===== config.mk =====
export PLATFORM = sky130hd
export DESIGN_NAME = dmem_lsu_flat
export DESIGN_NICKNAME = d
export VERILOG_FILES = /design/src/rtl/dmem_lsu_if.sv /design/src/rtl/dmem_lsu.sv /design/src/flat_wrapper.sv
export SDC_FILE = /design/constraint.sdc
export NUM_CORES = 1
export LEC_CHECK = 0
export ABC_AREA = 1
export BUFFER_PORTS_ARGS = -buffer_cell sky130_fd_sc_hd__buf_4
export CAP_MARGIN = 20
export CORE_UTILIZATION = 54
export CTS_CLUSTER_SIZE = 30
export DETAILED_ROUTE_END_ITERATION = 8
export GPL_ROUTABILITY_DRIVEN = 1
export HOLD_SLACK_MARGIN = 0.05
export PLACE_DENSITY = 0.87
export SLEW_MARGIN = 20
export SYNTH_ARGS = -nofsm -noshare
export SYNTH_HDL_FRONTEND = slang
export SYNTH_SLANG_ARGS = --single-unit

===== constraint.sdc =====
create_clock -name clk -period 3.9 [get_ports clk]
set_clock_uncertainty 0.1 [all_clocks]
set_input_delay 0.78 -clock clk [delete_from_list [all_inputs] [get_ports clk]]
set_output_delay 0.78 -clock clk [all_outputs]
set_load 0.02 [all_outputs]

===== src/rtl/dmem_lsu_if.sv =====
// Request/response bus between the core datapath (master) and the load/store unit (slave).
interface dmem_lsu_if;
    logic        req_valid;
    logic        req_ready;
    logic        req_we;
    logic [1:0]  req_size;
    logic        req_unsigned;
    logic [31:0] req_addr;
    logic [31:0] req_wdata;
    logic        resp_valid;
    logic        resp_err;
    logic [31:0] resp_rdata;

    modport master (
        output req_valid, req_we, req_size, req_unsigned, req_addr, req_wdata,
        input  req_ready, resp_valid, resp_err, resp_rdata
    );

    modport slave (
        input  req_valid, req_we, req_size, req_unsigned, req_addr, req_wdata,
        output req_ready, resp_valid, resp_err, resp_rdata
    );
endinterface


===== src/rtl/dmem_lsu.sv =====
// Load/store unit driving a word-only dmem with 1-cycle registered read.
// Byte/half loads are lane-selected and extended; sub-word stores use read-modify-write.
`ifndef MEM_BYTES_DMEM
`define MEM_BYTES_DMEM 4096
`endif

module dmem_lsu #(
    parameter int unsigned MEM_BYTES = `MEM_BYTES_DMEM
) (
    input  logic        clk,
    input  logic        rst_n,
    dmem_lsu_if.slave   bus,
    output logic        dmem_write_en,
    output logic [31:0] dmem_addr,
    output logic [31:0] dmem_write_data,
    input  logic [31:0] dmem_read_data
);

    typedef enum logic [1:0] {IDLE, ISSUE, WAIT, WRITE} state_t;

    localparam logic [31:0] LAST_WORD = 32'(MEM_BYTES - 4);
    localparam logic [1:0]  SZ_BYTE   = 2'b00;
    localparam logic [1:0]  SZ_HALF   = 2'b01;
    localparam logic [1:0]  SZ_WORD   = 2'b10;

    state_t      state_reg, state_next;
    logic        we_reg, we_next;
    logic [1:0]  size_reg, size_next;
    logic        uns_reg, uns_next;
    logic [1:0]  lane_reg, lane_next;
    logic [31:0] wdata_reg, wdata_next;
    logic        resp_valid_reg, resp_valid_next;
    logic        resp_err_reg, resp_err_next;
    logic [31:0] resp_rdata_reg, resp_rdata_next;
    logic        wen_reg, wen_next;
    logic [31:0] maddr_reg, maddr_next;
    logic [31:0] mwdata_reg, mwdata_next;

    logic [31:0] req_word_addr;
    logic        req_err;
    logic [31:0] shifted_data;
    logic [31:0] load_data;
    logic [3:0]  lane_sel;
    logic [31:0] merged_data;

    assign req_word_addr = {bus.req_addr[31:2], 2'b00};

    // All illegal requests are rejected here, so dmem never sees an out-of-range address.
    assign req_err = (bus.req_size == 2'b11)
                   || ((bus.req_size == SZ_HALF) && bus.req_addr[0])
                   || ((bus.req_size == SZ_WORD) && (bus.req_addr[1:0] != 2'b00))
                   || (req_word_addr > LAST_WORD);

    // Right-justify the addressed lane; half lanes always have lane_reg[0]=0.
    assign shifted_data = dmem_read_data >> {lane_reg, 3'b000};

    always_comb begin
        load_data = dmem_read_data;
        case (size_reg)
            SZ_BYTE: load_data = {{24{~uns_reg & shifted_data[7]}}, shifted_data[7:0]};
            SZ_HALF: load_data = {{16{~uns_reg & shifted_data[15]}}, shifted_data[15:0]};
            default: load_data = dmem_read_data;
        endcase
    end

    genvar gi;
    generate
        for (gi = 0; gi < 4; gi++) begin : g_lane
            assign lane_sel[gi] = (size_reg == SZ_BYTE) ? (lane_reg == 2'(gi))
                                                        : (lane_reg[1] == 1'(gi / 2));
            assign merged_data[8*gi +: 8] =
                !lane_sel[gi]          ? dmem_read_data[8*gi +: 8] :
                (size_reg == SZ_BYTE)  ? wdata_reg[7:0]
                                       : wdata_reg[8*(gi % 2) +: 8];
        end
    endgenerate

    always_ff @(posedge clk or negedge rst_n) begin
        if (!rst_n) begin
            state_reg      <= IDLE;
            we_reg         <= 1'b0;
            size_reg       <= 2'b00;
            uns_reg        <= 1'b0;
            lane_reg       <= 2'b00;
            wdata_reg      <= 32'h0;
            resp_valid_reg <= 1'b0;
            resp_err_reg   <= 1'b0;
            resp_rdata_reg <= 32'h0;
            wen_reg        <= 1'b0;
            maddr_reg      <= 32'h0;
            mwdata_reg     <= 32'h0;
        end else begin
            state_reg      <= state_next;
            we_reg         <= we_next;
            size_reg       <= size_next;
            uns_reg        <= uns_next;
            lane_reg       <= lane_next;
            wdata_reg      <= wdata_next;
            resp_valid_reg <= resp_valid_next;
            resp_err_reg   <= resp_err_next;
            resp_rdata_reg <= resp_rdata_next;
            wen_reg        <= wen_next;
            maddr_reg      <= maddr_next;
            mwdata_reg     <= mwdata_next;
        end
    end

    always_comb begin
        state_next      = state_reg;
        we_next         = we_reg;
        size_next       = size_reg;
        uns_next        = uns_reg;
        lane_next       = lane_reg;
        wdata_next      = wdata_reg;
        wen_next        = wen_reg;
        maddr_next      = maddr_reg;
        mwdata_next     = mwdata_reg;
        resp_valid_next = 1'b0;
        resp_err_next   = 1'b0;
        resp_rdata_next = 32'h0;

        case (state_reg)
            IDLE: begin
                if (bus.req_valid) begin
                    if (req_err) begin
                        resp_valid_next = 1'b1;
                        resp_err_next   = 1'b1;
                    end else begin
                        we_next    = bus.req_we;
                        size_next  = bus.req_size;
                        uns_next   = bus.req_unsigned;
                        lane_next  = bus.req_addr[1:0];
                        wdata_next = bus.req_wdata;
                        maddr_next = req_word_addr;
                        if (bus.req_we && (bus.req_size == SZ_WORD)) begin
                            wen_next    = 1'b1;
                            mwdata_next = bus.req_wdata;
                        end else begin
                            wen_next = 1'b0;
                        end
                        state_next = ISSUE;
                    end
                end
            end
            ISSUE: begin
                if (we_reg && (size_reg == SZ_WORD)) begin
                    wen_next        = 1'b0;
                    resp_valid_next = 1'b1;
                    state_next      = IDLE;
                end else begin
                    state_next = WAIT;
                end
            end
            WAIT: begin
                if (!we_reg) begin
                    resp_rdata_next = load_data;
                    resp_valid_next = 1'b1;
                    state_next      = IDLE;
                end else begin
                    mwdata_next = merged_data;
                    wen_next    = 1'b1;
                    state_next  = WRITE;
                end
            end
            WRITE: begin
                wen_next        = 1'b0;
                resp_valid_next = 1'b1;
                state_next      = IDLE;
            end
            default: state_next = IDLE;
        endcase
    end

    assign bus.req_ready   = (state_reg == IDLE);
    assign bus.resp_valid  = resp_valid_reg;
    assign bus.resp_err    = resp_err_reg;
    assign bus.resp_rdata  = resp_rdata_reg;
    assign dmem_write_en   = wen_reg;
    assign dmem_addr       = maddr_reg;
    assign dmem_write_data = mwdata_reg;

endmodule

===== src/flat_wrapper.sv =====
// flat-port wrapper written by rule: the top's interface ports become plain ports
module dmem_lsu_flat 
#(
    parameter int unsigned MEM_BYTES = `MEM_BYTES_DMEM
)
  (clk, rst_n, dmem_write_en, dmem_addr, dmem_write_data, dmem_read_data, bus_req_valid, bus_req_we, bus_req_size, bus_req_unsigned, bus_req_addr, bus_req_wdata, bus_req_ready, bus_resp_valid, bus_resp_err, bus_resp_rdata);
  dmem_lsu_if bus_i ();
  input  logic clk;
  input  logic rst_n;
  output logic dmem_write_en;
  output logic [31:0] dmem_addr;
  output logic [31:0] dmem_write_data;
  input  logic [31:0] dmem_read_data;
  input wire logic [$bits(bus_i.req_valid)-1:0] bus_req_valid;
  input wire logic [$bits(bus_i.req_we)-1:0] bus_req_we;
  input wire logic [$bits(bus_i.req_size)-1:0] bus_req_size;
  input wire logic [$bits(bus_i.req_unsigned)-1:0] bus_req_unsigned;
  input wire logic [$bits(bus_i.req_addr)-1:0] bus_req_addr;
  input wire logic [$bits(bus_i.req_wdata)-1:0] bus_req_wdata;
  output wire logic [$bits(bus_i.req_ready)-1:0] bus_req_ready;
  output wire logic [$bits(bus_i.resp_valid)-1:0] bus_resp_valid;
  output wire logic [$bits(bus_i.resp_err)-1:0] bus_resp_err;
  output wire logic [$bits(bus_i.resp_rdata)-1:0] bus_resp_rdata;
  assign bus_i.req_valid = bus_req_valid;
  assign bus_i.req_we = bus_req_we;
  assign bus_i.req_size = bus_req_size;
  assign bus_i.req_unsigned = bus_req_unsigned;
  assign bus_i.req_addr = bus_req_addr;
  assign bus_i.req_wdata = bus_req_wdata;
  assign bus_req_ready = bus_i.req_ready;
  assign bus_resp_valid = bus_i.resp_valid;
  assign bus_resp_err = bus_i.resp_err;
  assign bus_resp_rdata = bus_i.resp_rdata;
  dmem_lsu #(.MEM_BYTES(MEM_BYTES)) u_core (.clk(clk), .rst_n(rst_n), .bus(bus_i), .dmem_write_en(dmem_write_en), .dmem_addr(dmem_addr), .dmem_write_data(dmem_write_data), .dmem_read_data(dmem_read_data));
endmodule

==> results.json, run 1 <==
{
  "first_pass_iters": 5,
  "synth_area_um2": 5920,
  "grt_start_max_net_pins": 61,
  "postCtsSetupBuffers": 0,
  "cp_max_fo": 34,
  "synth_top_area_share_pct": 51.2,
  "die_y_um": 107,
  "cts_made_buffers": 17,
  "clkLatencyLatePin_ps": 530,
  "vias": 6099,
  "ys_types": 25,
  "setup_viol": 0,
  "slew_violations": 0,
  "p_per_area_nw_per_um2": 565,
  "yosysMostFrequentCell": "nand2_1",
  "ant_nets": 0,
  "worstMarginPinSlew_ps": 976,
  "wl_per_cell_um": 15.5,
  "ys.flop_type": "dfrtp_1",
  "timing.rr.start": "u_core.state_reg[1]$_DFFE_PN0P_",
  "track_usage_pct": 32.2,
  "ys_seq_elements": 121,
  "synth.area.top_cells": "dfrtp_1, nand2_1, nand3_1",
  "start_util_pct": 56.6,
  "startpoint_type": "flip-flop",
  "irDropWorstVdd_uv": 502,
  "drc_errors": 0,
  "grt_remaining_overflow": 0,
  "setup_tns_ps": 0,
  "cap_violations": 0,
  "drtIter0Drc": 757,
  "crit_required_ps": 4200,
  "h-tree-depth": 4,
  "via_per_inst": 5.34,
  "finalHoldViolCount": 0,
  "io_buffer_count": 200,
  "core-area_um2": 10500,
  "wl_um": 17700,
  "cp-end-kind": "flip-flop",
  "min_period_over_period_pct": 63.6,
  "synth-edff-count": 0,
  "num_rows": 37,
  "cts-resized-gates": 0,
  "status": "finished clean",
  "slew_headroom_pct": 34.9,
  "hold_buffers": 0,
  "die_w_um": 107,
  "ys_async_sr_fraction_pct": 100,
  "fin_crit_ps": 2480,
  "p_leak_nw": 4.59,
  "cts_root_buffer": "clkbuf_8",
  "syn_to_final_growth_pct": 35.6,
  "clockBufferDepth": 2,
  "clkTransAtPathRegs_ps": 60,
  "fmax_mhz": 403,
  "yosysTopAreaCell": "dfrtp_1",
  "cts.sinks": 121,
  "yosysWarnings": 0,
  "io_pins": 203,
  "cts_tree": "done",
  "r2r_cells": 9,
  "crit_type": "flip-flop to flip-flop",
  "dieArea_um2": 11400,
  "grt_pass1_wl_um": 28100,
  "regToRegEndpoint": "u_core.dmem_write_data[23]$_DFFE_PN0P_",
  "num_antenna_cells": 0,
  "syn_inst": 802,
  "gp_congestion": 0.920,
  "avgSynthCellArea_um2": 7.38,
  "grt_pass1_vias": 5753,
  "rsz0062_at_grt": "false",
  "dpl.hpwl_um": 12700,
  "min_path_type": "input pin to async pin",
  "reg2reg_setup_slack_ps": 1420,
  "yosysSeqAreaShare_pct": 51.2,
  "synth_common_cells": "nand2_1, dfrtp_1, inv_1, nor2_1, nand3_1",
  "final_core_util_pct": 76.7,
  "arrival_ps": 2780,
  "fin_nets": 1097,
  "antenna_found_initial": 0,
  "drive_above_1_share_pct": 26.6
}
==> worst max-delay path by stage <==
stage	start	end	slack, ps	depth (start not counted)
2_1_floorplan	bus_req_addr[20]	u_core.we_reg$_DFFE_PN0P_	1980	9
3_3_place_gp	bus_req_addr[29]	u_core.wdata_reg[4]$_DFFE_PN0P_	1150	10
3_5_place_dp	bus_req_addr[29]	u_core.wdata_reg[3]$_DFFE_PN0P_	1010	10
4_1_cts	u_core.state_reg[1]$_DFFE_PN0P_	u_core.dmem_write_data[24]$_DFFE_PN0P_	1450	9
5_1_grt	u_core.state_reg[1]$_DFFE_PN0P_	u_core.dmem_write_data[1]$_DFFE_PN0P_	1200	9
6_report	u_core.state_reg[1]$_DFFE_PN0P_	u_core.dmem_write_data[23]$_DFFE_PN0P_	1420	9
==> cell usage in the layout (no fill, tap or decap), types with 3 or more instances in the layout <==
cell type / instances
buf_4: 207
nand2_1: 313
inv_1: 77
a31oi_1: 7
o21ai_0: 34
nand3_1: 71
a21oi_1: 9
inv_2: 8
o22ai_1: 14
nor2_2: 12
nor2_1: 77
clkbuf_16: 16
clkinv_4: 5
dfrtp_1: 121
clkbuf_8: 3
clkinvlp_4: 3
inv_6: 4
nand2_2: 4
o21ai_1: 11
==> metrics by stage <==
stage	worst slack [ps]	hold WS, ps	total power [mW]	instances	instance area, µm²
6_report	1420	190	4.54	1143	8030
5_1_grt	1200	237	4.79	1143	8030
4_1_cts	1450	204	4.55	1143	8030
3_5_place_dp	1010	361	3.10	1111	7470
3_3_place_gp	1150	357	3.07	1111	7470
2_1_floorplan	1980	344	2.48	803	5920
==> where the power goes <==
part	leakage (nW)	internal, mW	switching (mW)
logic	2.86	0.551	0.972
registers	1.47	1.45	0.120
clock network	0.264	0.830	0.614
==> cell families (layout without fill, tap and decap cells) <==
| group | after synthesis | in the layout | synth area share [%] |
|---|---|---|---|
| AND/OR/NAND/NOR | 482 | 482 | 33.3 |
| flip-flops | 121 | 121 | 51.2 |
| buffers and inverters | 120 | 324 | 8.33 |
| AO/OA/AOI/OAI | 78 | 78 | 7.19 |
| other | 1 | 2 | 0.0634 |
==> layout make-up <==
cell class	count	area, µm²
timing repair buffer	207	1550
sequential	121	3030
tap	136	170
multi-input combinational	562	2400
clock inverter	13	113
clock buffer	19	442
fill	779	2440
inverter	85	319
==> critical path: stages, from the launching register on <==
cell and delay [ps]:
dfrtp_1 400, inv_2 90, nor2_4 30, buf_4 240
nand2_2 340, inv_2 80, a21oi_2 180, nand3_2 570
nand2_1 250, nand2_1 70
==> per-layer routing <==
layer | vias to the layer above | track usage (%) | share of wire (%)
met4 | 0 | 13.0 | 2.4
met2 | 382 | 52.3 | 49
met3 | 43 | 8.21 | 10
met1 | 2807 | 41.2 | 39
li1 | 2867 | - | -
met5 | - | 0 | 0
Power figures use the tool's default switching activity.
==> run 2, diff against run 1 <==
--- a/config.mk
+++ b/config.mk
@@ -8,12 +8,12 @@
 export ABC_AREA = 1
 export BUFFER_PORTS_ARGS = -buffer_cell sky130_fd_sc_hd__buf_4
 export CAP_MARGIN = 20
-export CORE_UTILIZATION = 54
+export CORE_UTILIZATION = 46
 export CTS_CLUSTER_SIZE = 30
 export DETAILED_ROUTE_END_ITERATION = 8
 export GPL_ROUTABILITY_DRIVEN = 1
 export HOLD_SLACK_MARGIN = 0.05
-export PLACE_DENSITY = 0.87
+export PLACE_DENSITY = 0.79
 export SLEW_MARGIN = 20
 export SYNTH_ARGS = -nofsm -noshare
 export SYNTH_HDL_FRONTEND = slang
==> constraint.sdc (replaced) <==
create_clock -name clk -period 2 [get_ports clk]
set_clock_uncertainty 0.1 [all_clocks]
set_input_delay 0.4 -clock clk [delete_from_list [all_inputs] [get_ports clk]]
set_output_delay 0.4 -clock clk [all_outputs]
set_load 0.02 [all_outputs]
==> run 2 against run 1 <==
Register-to-register slack worse by 1200 ps. Clock-buffer cell count increased by 5. Fmax increased by 37%. Core utilization fell by 10 points. Non-clock buffer count up 25.
==> results.json, run 2 (same netlist as run 1, synthesis figures left out) <==
{
  "cts.sinks": 121,
  "crit_top_cell": "nand2_1",
  "vias": 6029,
  "p_per_area_nw_per_um2": 1090,
  "via_per_inst": 5.01,
  "slowest_delay_ps": 470,
  "path_buf_inv": 2,
  "crit_chain": "inv_2, nand2_1, buf_4, nand2_1, nand2_1, nand3_1, nand2_1, nand3_1, nand2_1",
  "first_pass_iters": 5,
  "layout_commonest_cell": "nand2_1",
  "whs_ps": 73.2,
  "cp_max_fo": 10,
  "cts-resized-gates": 0,
  "hold_depth": 3,
  "num_antenna_cells": 0,
  "total_power_mw": 9.08,
  "min_path_type": "input pin to flip-flop",
  "critical-path-top-delay-family": "simple AND/OR/NAND/NOR gates",
  "h-tree-depth": 4,
  "cp-end-kind": "flip-flop",
  "postCtsSetupBuffers": 0,
  "cts_tree": "done",
  "grt_remaining_overflow": 0,
  "drtIter0Drc": 433,
  "cts_made_buffers": 17,
  "min_from": "bus_req_addr[6]",
  "ant_nets": 0,
  "setup_viol": 0,
  "fillers": 1118,
  "fin_crit_ps": 1820,
  "clockBufferDepth": 2,
  "rsz0062_at_grt": "false",
  "slew_headroom_pct": 65.8,
  "gp_congestion": 0.951,
  "hold_buffers": 1,
  "cts_root_buffer": "clkbuf_16",
  "wl_per_cell_um": 14.9,
  "die_y_um": 115,
  "io_buffer_count": 200,
  "drive_above_1_share_pct": 27.9,
  "p_leak_nw": 4.75,
  "start_util_pct": 47.1,
  "startpoint_type": "flip-flop",
  "reg2reg_setup_slack_ps": 180,
  "r2r_cells": 9,
  "dieArea_um2": 13300,
  "dpl.hpwl_um": 13400,
  "seq_area_um2": 3030,
  "io_pins": 203,
  "track_usage_pct": 28.6,
  "hold_end": "u_core.dmem_addr[6]$_DFFE_PN0P_",
  "clkLatencyLatePin_ps": 420,
  "slew_violations": 0,
  "syn_to_final_growth_pct": 41.1,
  "drc_errors": 0,
  "crit_required_ps": 2200,
  "grt_pass1_wl_um": 28700,
  "grt_pass1_vias": 5883,
  "timing.rr.start": "u_core.lane_reg[1]$_DFFE_PN0P_",
  "arrival_ps": 2020,
  "status": "finished clean",
  "die_w_um": 115,
  "antenna_found_initial": 0,
  "setup_tns_ps": 0,
  "worstMarginPinSlew_ps": 512,
  "min_period_over_period_pct": 90.8,
  "wl_um": 17900,
  "crit_type": "flip-flop to flip-flop",
  "fin_nets": 1122,
  "multi_input_area_um2": 2400,
  "core-area_um2": 12600,
  "final_cell_mix": "nand2_1, buf_4, dfrtp_1, inv_1, nor2_1",
  "clkTransAtPathRegs_ps": 50,
  "slowest_stage": "dfrtp_1",
  "cap_violations": 0,
  "regToRegEndpoint": "u_core.dmem_write_data[8]$_DFFE_PN0P_",
  "finalHoldViolCount": 0,
  "num_rows": 41,
  "grt_start_max_net_pins": 44,
  "fmax_mhz": 551,
  "irDropWorstVdd_uv": 737
}
-- run 2: area by class of cell --
class,instances,share of cell area (%)
clock buffers,24,5.89
multi-input cells,562,28.7
flip-flops and latches,121,36.2
clock inverters,7,1.09
repair buffers,232,21.6
well taps,172,2.58
inverters,85,3.82
-- run 2: worst max path at each step --
stage	from	end	slack [ps]	depth (start not counted)
2_1_floorplan	u_core.state_reg[0]$_DFFE_PN0P_	u_core.dmem_write_data[10]$_DFFE_PN0P_	290	7
3_3_place_gp	bus_req_addr[15]	u_core.wdata_reg[3]$_DFFE_PN0P_	190	10
3_5_place_dp	bus_req_addr[29]	u_core.wdata_reg[3]$_DFFE_PN0P_	120	10
4_1_cts	u_core.lane_reg[1]$_DFFE_PN0P_	u_core.dmem_write_data[8]$_DFFE_PN0P_	200	9
5_1_grt	u_core.state_reg[0]$_DFFE_PN0P_	u_core.dmem_write_data[8]$_DFFE_PN0P_	80	6
6_report	u_core.lane_reg[1]$_DFFE_PN0P_	u_core.dmem_write_data[8]$_DFFE_PN0P_	180	9
-- run 2: tightest hold or removal path, stage by stage --
cell     delay, ps
buf_4           70
nand2_1         40
nand2_1         40
-- run 2: stage by stage --
step / instance area (µm²) / setup WS, ps / util (%) / cells
after floorplan: 5920 / 292 / - / 803
after global placement: 7760 / 188 / 61.7 / 1171
after detailed placement: 7760 / 123 / 61.7 / 1171
after CTS: 8350 / 197 / 66.5 / 1203
after global routing: 8350 / 77.3 / 66.5 / 1203
final: 8350 / 184 / 66.5 / 1203
-- run 2: where the power goes --
part,switching [mW],internal (mW),leakage (nW)
Combinational,1.89,1.15,3.00
Clock,1.05,1.95,0.286
Sequential,0.214,2.83,1.47
-- run 2: routing by layer --
metal / GRT usage [%] / wire length, µm
met3: 8.26 / 1700
met1: 34.0 / 7120
met5: 0 / 0
met4: 12.8 / 515
met2: 48.2 / 8540
==> run 3, diff against run 2 <==
--- a/config.mk
+++ b/config.mk
@@ -8,6 +8,7 @@
 export ABC_AREA = 1
 export BUFFER_PORTS_ARGS = -buffer_cell sky130_fd_sc_hd__buf_4
 export CAP_MARGIN = 20
+export CORE_ASPECT_RATIO = 1.4
 export CORE_UTILIZATION = 46
 export CTS_CLUSTER_SIZE = 30
 export DETAILED_ROUTE_END_ITERATION = 8
==> run 3 against run 2 <==
The run now ends with DRC left. Cell count down 2.2%. Register-to-register slack better by 30 ps. Fmax up 1.5%. Final area down 0.42%. Flip-flop and latch count unchanged. Clock-buffer cell count down 6. First-iteration DRC count up 13%. Power up 1.6%. Global-route usage down 1.1 points. Hold slack better by 11 ps. Critical path type unchanged.
==> results.json, run 3 (same netlist as run 1, synthesis figures left out) <==
{
  "clkTransAtPathRegs_ps": 60,
  "startpoint_type": "flip-flop",
  "placement.cell_area_um2": 7720,
  "crit_top_cell": "nand2_2",
  "dpl.hpwl_um": 13400,
  "fin_crit_ps": 1790,
  "clkLatencyLatePin_ps": 410,
  "violations": "DRC",
  "layout_commonest_cell": "nand2_1",
  "irDropWorstVdd_uv": 815,
  "wl_um": 17900,
  "syn_to_final_growth_pct": 40.5,
  "dr_wl_met2_um": 9150,
  "grt_remaining_overflow": 0,
  "grt_pass1_vias": 5692,
  "die_w_um": 97.9,
  "pre_cts_slack_ps": 204,
  "stdcell_area_um2": 8320,
  "cts_root_buffer": "clkbuf_16",
  "cts-resized-gates": 0,
  "finalNonFillerCells": 1177,
  "clockBufferDepth": 2,
  "vias": 5966,
  "fmax_mhz": 559,
  "die_y_um": 136,
  "internal_power_mw": 5.90,
  "grt_pass1_wl_um": 27900,
  "crit_chain": "nand2_2, inv_2, nand2_1, nand4_1, nand2_2, nand3_2, nand2_2, nor2_1",
  "io_buffer_count": 200,
  "slowest_delay_ps": 480,
  "first_pass_iters": 7,
  "rsz0062_at_grt": "false",
  "min_path_type": "input pin to flip-flop",
  "timing.rr.start": "u_core.lane_reg[0]$_DFFE_PN0P_",
  "antenna_found_initial": 0,
  "fin_nets": 1117,
  "min_from": "bus_req_addr[2]",
  "switching_share_pct": 36.1,
  "cts.sinks": 121,
  "postCtsSetupBuffers": 0,
  "hold_depth": 3,
  "seq_power_share_pct": 33.2,
  "p_per_area_nw_per_um2": 1110,
  "min_period_over_period_pct": 89.5,
  "dp.cells": 1144,
  "worst_slack_ps": 211,
  "setup_tns_ps": 0,
  "hold_end": "u_core.dmem_addr[2]$_DFFE_PN0P_",
  "wl_met3_um": 1020,
  "hold_buffers": 1,
  "wl_per_cell_um": 15.2,
  "track_usage_pct": 27.5,
  "ant_nets": 0,
  "path_buf_inv": 1,
  "slowest_stage": "dfrtp_1",
  "whs_ps": 84.2,
  "setup_viol": 0,
  "h-tree-depth": 4,
  "p_leak_nw": 4.72,
  "slew_headroom_pct": 65.4,
  "topRoutingLayerUsed": "met4",
  "drc_errors": 24,
  "worstMarginPinSlew_ps": 520,
  "cp-end-kind": "flip-flop",
  "num_rows": 48,
  "finalHoldViolCount": 0,
  "critical-path-top-delay-family": "simple AND/OR/NAND/NOR gates",
  "crit_required_ps": 2170,
  "final_core_util_pct": 66.9,
  "drt-met1-wl_um": 6920,
  "power_frac_comb_pct": 34.0,
  "grt_start_max_net_pins": 38,
  "gp_congestion": 0.982,
  "reg2reg_setup_slack_ps": 210,
  "p_sw_mw": 3.33,
  "slew_violations": 0,
  "fillers": 1107,
  "status": "finished with violations",
  "start_util_pct": 47.6,
  "cap_violations": 0,
  "dieArea_um2": 13300,
  "crit_type": "flip-flop to flip-flop",
  "cts_made_buffers": 17,
  "core-area_um2": 12400,
  "num_antenna_cells": 0,
  "arrival_ps": 1960,
  "via_per_inst": 5.07,
  "total_power_mw": 9.22,
  "io_pins": 203,
  "regToRegEndpoint": "u_core.bus.resp_rdata[19]$_DFF_PN0_",
  "r2r_cells": 8,
  "cts_tree": "done",
  "clockPowerShare_pct": 32.8,
  "final_cell_mix": "nand2_1, buf_4, dfrtp_1, inv_1, nor2_1",
  "drive_above_1_share_pct": 27.9,
  "cp_max_fo": 16,
  "drtIter0Drc": 490
}
## run 3: cell count changes in the layout (fill, tap and decap cells not counted)
cell,delta
clkinvlp_4,+3
buf_12,+2
clkinv_4,+2
clkbuf_1,-3
buf_4,-7
clkbuf_8,-3
inv_6,+2
## run 3: area by class of cell
type | instances | area [µm²] | share of cell area (%)
Timing Repair Buffer | 227 | 1790 | 21.6
Sequential cell | 121 | 3030 | 36.4
Inverter | 85 | 319 | 3.84
Tap cell | 150 | 188 | 2.26
Multi-Input combinational cell | 562 | 2400 | 28.9
Clock buffer | 18 | 439 | 5.28
Clock inverter | 14 | 149 | 1.79
## run 3: power by group through the flow
stage / combinational [mW] / clock, mW / sequential (mW)
after floorplan: 1.35 / 0 / 3.48
after global placement: 3.08 / 0 / 3.10
after detailed placement: 3.13 / 0 / 3.09
after CTS: 3.15 / 3.05 / 3.06
after global routing: 3.44 / 3.17 / 3.10
final: 3.14 / 3.02 / 3.06
## run 3: how the worst max path moves through the flow
stage	startpoint	to	cells after the start	slack, ps
after floorplan	u_core.state_reg[0]$_DFFE_PN0P_	u_core.dmem_write_data[10]$_DFFE_PN0P_	7	290
after global routing	u_core.lane_reg[0]$_DFFE_PN0P_	u_core.bus.resp_rdata[16]$_DFF_PN0_	7	70
after CTS	u_core.lane_reg[0]$_DFFE_PN0P_	u_core.bus.resp_rdata[19]$_DFF_PN0_	8	220
final	u_core.lane_reg[0]$_DFFE_PN0P_	u_core.bus.resp_rdata[19]$_DFF_PN0_	8	210
after global placement	u_core.lane_reg[0]$_DFFE_PN0P_	u_core.bus.resp_rdata[19]$_DFF_PN0_	8	250
after detailed placement	bus_req_addr[14]	u_core.uns_reg$_DFFE_PN0P_	11	200
## run 3: per-layer routing
layer	GRT usage [%]	up-vias
li1	-	2916
met1	31.6	2738
met2	47.3	259
met3	5.30	53
met4	16.9	0
met5	0	-
## run 3: worst reg2reg max path: cells and delay by family (launching register included)
| kind | cells | cell delay, ps |
|---|---|---|
| DFF | 1 | 480 |
| buffers and inverters | 1 | 60 |
| and+or+nand+nor | 7 | 1020 |
